**src/rtl/div_arbiter.sv**
```systemverilog
// Round-robin arbiter sharing one period->frequency divider between N_CH channels,
// with operand screening, divider timeout recovery and a post-reset drain period.
module div_arbiter #(
  parameter int N_CH         = 2,
  parameter int MIN_PERIOD   = 1956,
  parameter int TIMEOUT      = 128,
  parameter int FLUSH_CYCLES = 64
) (
  input  logic                 clk,
  input  logic                 rst,
  input  logic [N_CH-1:0]      req,
  input  logic [14*N_CH-1:0]   period,
  output logic [N_CH-1:0]      rsp_valid,
  output logic [8:0]           rsp_freq,
  output logic                 rsp_err,
  output logic                 busy,
  output logic [13:0]          div_divider,
  output logic                 div_enable,
  input  logic [8:0]           div_freq,
  input  logic                 div_done
);

  localparam int PTR_W   = (N_CH > 1) ? $clog2(N_CH) : 1;
  localparam int CNT_MAX = (TIMEOUT > FLUSH_CYCLES) ? TIMEOUT : FLUSH_CYCLES;
  localparam int CNT_W   = $clog2(CNT_MAX + 1);

  typedef enum logic [2:0] {
    S_FLUSH,
    S_IDLE,
    S_LOAD,
    S_START,
    S_WAIT,
    S_RESP
  } state_t;

  state_t           state;
  logic [CNT_W-1:0] cnt;
  logic [PTR_W-1:0] rr_ptr;
  logic [PTR_W-1:0] grant_reg;
  logic [PTR_W-1:0] grant_idx;
  logic             grant_found;
  logic [13:0]      sel_period;
  logic [N_CH-1:0]  grant_onehot;
  logic [N_CH-1:0]  held_onehot;
  logic [PTR_W-1:0] rr_next;

  // Two passes give a wrapping search: first from rr_ptr upward, then from bit 0.
  always_comb begin
    grant_found = 1'b0;
    grant_idx   = '0;
    for (int j = 0; j < N_CH; j++) begin
      if (!grant_found && req[j] && (PTR_W'(j) >= rr_ptr)) begin
        grant_found = 1'b1;
        grant_idx   = PTR_W'(j);
      end
    end
    for (int j = 0; j < N_CH; j++) begin
      if (!grant_found && req[j]) begin
        grant_found = 1'b1;
        grant_idx   = PTR_W'(j);
      end
    end
  end

  always_comb begin
    sel_period = '0;
    for (int k = 0; k < N_CH; k++) begin
      if (grant_idx == PTR_W'(k)) sel_period = period[14*k +: 14];
    end
  end

  assign grant_onehot = N_CH'(1) << grant_idx;
  assign held_onehot  = N_CH'(1) << grant_reg;
  assign rr_next      = (grant_reg == PTR_W'(N_CH - 1)) ? '0 : grant_reg + 1'b1;
  assign busy         = (state != S_IDLE);

  // The divider has no reset of its own, so any result it produces during FLUSH or
  // outside WAIT is stale and deliberately ignored.
  always_ff @(posedge clk or posedge rst) begin
    if (rst) begin
      state       <= S_FLUSH;
      cnt         <= '0;
      rr_ptr      <= '0;
      grant_reg   <= '0;
      rsp_valid   <= '0;
      rsp_freq    <= '0;
      rsp_err     <= 1'b0;
      div_divider <= '0;
      div_enable  <= 1'b0;
    end else begin
      case (state)
        S_FLUSH: begin
          if (cnt == CNT_W'(FLUSH_CYCLES - 1)) begin
            cnt   <= '0;
            state <= S_IDLE;
          end else begin
            cnt <= cnt + 1'b1;
          end
        end
        S_IDLE: begin
          if (grant_found) begin
            grant_reg <= grant_idx;
            if (sel_period < 14'(MIN_PERIOD)) begin
              rsp_valid <= grant_onehot;
              rsp_err   <= 1'b1;
              rsp_freq  <= (sel_period == 14'd0) ? 9'd0 : 9'h1FF;
              state     <= S_RESP;
            end else begin
              div_divider <= sel_period;
              state       <= S_LOAD;
            end
          end
        end
        S_LOAD: begin
          div_enable <= 1'b1;
          state      <= S_START;
        end
        S_START: begin
          div_enable <= 1'b0;
          cnt        <= '0;
          state      <= S_WAIT;
        end
        S_WAIT: begin
          if (div_done) begin
            rsp_valid <= held_onehot;
            rsp_freq  <= div_freq;
            rsp_err   <= 1'b0;
            state     <= S_RESP;
          end else if (cnt == CNT_W'(TIMEOUT - 1)) begin
            rsp_valid <= held_onehot;
            rsp_freq  <= '0;
            rsp_err   <= 1'b1;
            state     <= S_RESP;
          end else begin
            cnt <= cnt + 1'b1;
          end
        end
        S_RESP: begin
          rsp_valid <= '0;
          rsp_freq  <= '0;
          rsp_err   <= 1'b0;
          rr_ptr    <= rr_next;
          state     <= S_IDLE;
        end
        default: state <= S_FLUSH;
      endcase
    end
  end

endmodule
```
**config.mk**
```make
export PLATFORM = sky130hd
export DESIGN_NAME = div_arbiter
export DESIGN_NICKNAME = d
export VERILOG_FILES = /design/src/rtl/div_arbiter.sv
export SDC_FILE = /design/constraint.sdc
export NUM_CORES = 1
export LEC_CHECK = 0
export ABC_AREA = 1
export ABC_CLOCK_PERIOD_IN_PS = 3300
export CAP_MARGIN = 20
export CORE_MARGIN = 2
export CORE_UTILIZATION = 40
export CTS_CLUSTER_SIZE = 40
export DETAILED_ROUTE_END_ITERATION = 10
export GPL_TIMING_DRIVEN = 0
export PLACE_DENSITY = 0.77
export SETUP_SLACK_MARGIN = 0.4
export SLEW_MARGIN = 10
export SYNTH_ARGS = -nofsm -noshare
export SYNTH_HDL_FRONTEND = slang
export SYNTH_SLANG_ARGS = --single-unit
export TNS_END_PERCENT = 10
```
**constraint.sdc**
```tcl
create_clock -name clk -period 3.3 [get_ports clk]
set_input_delay 0.66 -clock clk [delete_from_list [all_inputs] [get_ports clk]]
set_output_delay 0.66 -clock clk [all_outputs]
set_load 0.01 [all_outputs]
```
* Yosys cells after proc, flatten, opt, wreduce, memory -nomap -nowiden
Cells that the tools add are included.
W data, S select, Z words.
** Cells by class
- Bitwise gates (word level) :: 1
- Reductions and logical operators :: 18
- $add $sub $neg :: 2
- Shift operators :: 2
- Div/mod/pow operators :: 0
- Multipliers :: 0
- $lt $le $gt $ge :: 3
- Muxes and demuxes :: 36
- Equality and inequality tests :: 14
** Operators by type and width (count)
- $mux W9 :: 5
- $pmux W9 S3 :: 1
- $mux W8 :: 3
- $pmux W8 S3 :: 1
- $pmux W3 S6 :: 1
- $mux W3 :: 5
- $logic_not A14 Y1 :: 1
- $lt A14 B11 Y1 const B :: 1
- $mux W14 :: 1
- $mux W1 :: 12
- $ne A2 B2 Y1 const B :: 5
- $reduce_and A3 Y1 :: 3
- $add A8 B1 Y8 const B :: 1
- $eq A8 B6 Y1 const B :: 1
- $eq A8 B7 Y1 const B :: 1
- $mux W2 :: 4
- $eq A3 B2 Y1 const B :: 2
- $eq A3 B3 Y1 const B :: 2
- $pmux W2 S3 :: 1
- $reduce_bool A3 Y1 :: 2
- $logic_and A1 B1 Y1 :: 5
- $reduce_and A4 Y1 :: 1
- $shl A1 B1 Y2 const A :: 2
- $eq A3 B1 Y1 const B :: 1
- 11 further kinds :: 14
** Word-level totals
- Bits in read-only memories :: 0
- Bits in writable memories :: 0
- Bits in latches :: 0
- Memories :: 0
- Bits in registers :: 40

* Depth between registers and ports, before layout
- Depth in word-level cells :: 19
- Mapped depth :: 14

* Worst setup path after synthesis
Ideal clock, no wire load.
- Path kind :: input port to flip-flop
- Start :: input req[1]
- End :: register rsp_freq[0]
- Path buffers :: 3
- Cell stages on the path :: 12
- Arrival :: 1831 ps
- Setup slack :: 1352 ps
- Setup time :: 117 ps
- Cell sequence :: buf_4 -> buf_4 -> nand3b_1 -> nand2_1 -> nand2_1 -> nor2_2 -> nand3_4 -> nand3_2 -> nand2_2 -> buf_6 -> nand2_1 -> nand2_1
** Between the ends
- Word-level cells in the longest chain between the ends :: 15
- Elaborated cells between the ends (all ways) :: 22
- Those cells by class :: order compare (1); eq/ne (2); mux (11); reduce/logical (8)
** RTL lines
- from (decl) :: RTL line 11 : input logic [N_CH-1:0] req,
- parallel branches: the longest is 15 deep, another holds $lt A14 B11 Y1
- to (signal assigned) :: RTL line 106 : rsp_freq <= (sel_period == 14'd0) ? 9'd0 : 9'h1FF;
- to (signal assigned) :: RTL line 126 : rsp_freq <= div_freq;
- to (decl) :: RTL line 14 : output logic [8:0] rsp_freq,
Parallel ways; which one is timed is not known. The select of a mux whose other input is x is not followed.
A chain may end at the register's enable or synchronous reset.

* Worst setup path in the final report
- Start :: register state[1]
- End :: output busy
** Between the ends
- Word-level cells in the longest chain between the ends :: 1
** RTL lines
- from (decl) :: RTL line 36 : state_t state;
- from (signal assigned) :: RTL line 81 : state <= S_FLUSH;
- from (signal assigned) :: RTL line 95 : state <= S_IDLE;
- from (signal assigned) :: RTL line 107 : state <= S_RESP;
- $ne A3 B1 Y1 :: RTL line 75 : assign busy = (state != S_IDLE);
- to (decl) :: RTL line 16 : output logic busy,
No other way between the ends.

==> key figures <==
Timing
  • Post-route minimum period: 2.53 ns
  • Final hold vios: 0
  • Period utilization: 76.5%
  • Fin. max-slew vios: 0
  • Slew of the pin with the lowest slew margin: 0.463 ns
  • Worst Clk Skew: 0.00518 ns
  • Maximum clock rate: 0.396 GHz
  • Setup-failing EPs final: 0
  • WHS: 0.481 ns
  • RSZ-0062 raised after global routing: false
  • Slew headroom: 68.9%
  • Setup TNS: 0 ns

Clock network
  • H-tree depth: 2
  • Hold_buf cts: 0
  • Skew-Pair Late Insertion Delay: 0.29 ns
  • Total CTS buffers: 5
  • Cts repair resizes: 0
  • Clock sink total: 40
  • CTS tree: built
  • CTS max path bufs: 2
  • Clock transition at path regs: 0.08 ns
  • Post-CTS Setup Bufs: 0
  • Root Buffer: clkbuf_8

Layout
  • # fillers: 551
  • Regs by FF count: div_divider: 14 flops, rsp_freq: 9 flops, cnt: 8 flops
  • Area added between synthesis and finish: 35.5%
  • ANT cells: 0
  • Layout cells sized above 1: 12.3%
  • Final instance area: 3400 µm²
  • Largest Register: div_divider
  • Max FFs per register: 14
  • Fin nets: 465

Placement
  • Final GP Congestion: 0.852
  • Detail Placement HPWL: 4.49 mm
  • Dpl cell area: 3310 µm²
  • Port bufs: 68

Outcome
  • Status: finished clean

Route
  • Routed Antenna Nets: 0
  • Wire per inst: 11.4 µm
  • Final wirelength: 5.65 mm
  • Routed via count: 2376
  • Initial DRC count: 100
  • Vias per std cell: 4.77
  • DRC Markers: 0
  • First-pass detailed-route iteration total: 4

Logic synthesis
  • Largest family of logic cells by synthesized area: simple AND/OR/NAND/NOR gates
  • Complex-gate fraction of the synthesized area: 5.18%
  • Synthesized area: 2510 µm²
  • Top cells by area, synth: dfrtp_1, nand2_1, nand3_1
  • Synth top area share: 39.8%
  • Xor/xnor share of the synthesized area: 0.349%
  • Distinct cells, synth: 32
  • Mux contribution to synthesized area: 0%
  • Post-synthesis simple-gate area fraction: 43.9%
  • Yosys top cell by area: dfrtp_1
  • Sequential share of the synthesized area: 39.8%
  • Avg Cell Area, Syn: 7.26 µm²
  • Synth Instances: 346
  • Net count after synthesis: 389
  • Async S/R FF share, synth: 100%
  • Most frequent cells after synthesis: nand2_1, dfrtp_1, inv_1, nand3_1, nor2_1
  • Yosys warns: 0
  • Primary FF master, synth: dfrtp_1
  • Top-count cell post-synth: nand2_1
  • Synth Area in Adders: 0.498%
  • Number of flops mapped to enable cells by yosys: 0
  • Flops & latches, synth: 40

Power and ir drop
  • Max VDD drop: 0.000191 V
  • Pleak: 1.70 nW
  • Pwr/cell area: 309 nW/µm²

Hold path
  • Hold WC Path Type: flip-flop to flip-flop

Worst setup path
  • Startpoint Class: flip-flop
  • WS Path Type: flip-flop to output port
  • CP Capture Type: output port
  • WP data arrival: 1.87 ns
  • CP Max Fanout: 7
  • CP Data Required Time: 2.64 ns

Floorplanning
  • Core region area: 5990 µm²
  • Die area: 6930 µm²
  • Initial Util: 41.9%
  • Die Ht: 83.3 µm
  • Row cnt: 28
  • Die width: 83.3 µm
  • I/O Pins: 70

Global routing
  • First-pass GRT wire length: 10.1 mm
  • Largest net degree at the start of global routing: 26
  • Initial antenna violation count: 0
  • Gr usage total: 17.5%
  • Total grt overflow: 0
  • Vias in the first global route: 2293

Run
  • Max-cap violations: 0
==> where the power goes <==
part | internal (mW) | switching (mW) | leakage, nW
sequential | 0.506 | 0.00914 | 0.508
combinational | 0.0999 | 0.0859 | 1.14
clock | 0.171 | 0.181 | 0.0516
total | 0.777 | 0.276 | 1.70
==> cell usage in the layout (no fill, tap or decap), types with 2 or more instances in the layout <==
master           netlist  routed
a21oi_1                6       6
clkbuf_8               0       6
nand2_4                3       3
buf_2                  2       2
nand2_1              130     130
nor3_1                 2       2
dfrtp_1               40      40
buf_8                  2       2
buf_6                  2       2
buf_4                  5       5
inv_1                 38      37
nand3_1               31      31
inv_2                  3       4
nor2_1                24      24
nand3b_1               7       7
nand3_2               12      12
clkdlybuf4s50_1        0      68
o21ai_0               16      16
nor2_2                 5       5
nand2_2                4       4
==> logic make-up after synthesis <==
kind of cell             Yosys count
flip-flops                        40
AO/OA/AOI/OAI                     25
AND/OR/NAND/NOR                  226
buffers and inverters             53
XOR/XNOR                           1
adder cells (fa/ha/maj)            1
==> critical path, cell delays in order (launching register included) <==
cell,delay [ns]
dfrtp_1,0.45
nor2_1,0.12
inv_1,0.06
nor2_2,0.21
inv_1,0.18
clkdlybuf4s50_1,0.54
==> stage by stage <==
| step | util (%) | instances | power, mW | setup slack (ns) |
|---|---|---|---|---|
| global route | 56.8 | 498 | 1.10 | 0.671 |
| global placement | 54.9 | 489 | 0.707 | 0.644 |
| detailed placement | 55.2 | 490 | 0.712 | 0.618 |
| floorplan | - | 346 | 0.611 | 1.35 |
| finish | 56.8 | 498 | 1.05 | 0.774 |
| CTS | 56.8 | 498 | 1.07 | 0.761 |
==> path summary, 6_finish.rpt <==
check | from | to | slack (ns) | cells after the start
setup / recovery | state[1]$_DFFE_PP0P_ | busy | 0.77 | 5
hold / removal | div_divider[8]$_DFFE_PP0P_ | div_divider[8]$_DFFE_PP0P_ | 0.48 | 2
setup reg to reg | rr_ptr$_DFFE_PP0P_ | rsp_freq[1]$_DFFE_PP0P_ | 1.40 | 13
hold reg to reg | div_divider[8]$_DFFE_PP0P_ | div_divider[8]$_DFFE_PP0P_ | 0.48 | 2
max in group asynchronous | rst | rr_ptr$_DFFE_PP0P_ | 2.21 | 3
min in group asynchronous | rst | cnt[3]$_DFFE_PP0P_ | 0.64 | 2
==> layout make-up <==
| type | count | area (µm²) | share of cell area (%) |
|---|---|---|---|
| Clock inverter | 2 | 13.8 | 0.404 |
| Timing Repair Buffer | 69 | 701 | 20.6 |
| Sequential cell | 40 | 1000 | 29.4 |
| Multi-Input combinational cell | 253 | 1250 | 36.8 |
| Clock buffer | 6 | 82.6 | 2.43 |
| Buffer | 11 | 100 | 2.94 |
| Tap cell | 75 | 93.8 | 2.76 |
| Inverter | 42 | 158 | 4.63 |
==> per-layer routing <==
metal	part of all wire, %	up-vias	track usage, %
met4	1.0	0	4.17
met2	48	52	29.7
met3	4.2	6	3.78
met5	0	-	0
li1	-	1236	-
met1	47	1082	22.7
No activity file was read; power rests on OpenSTA's default activity.
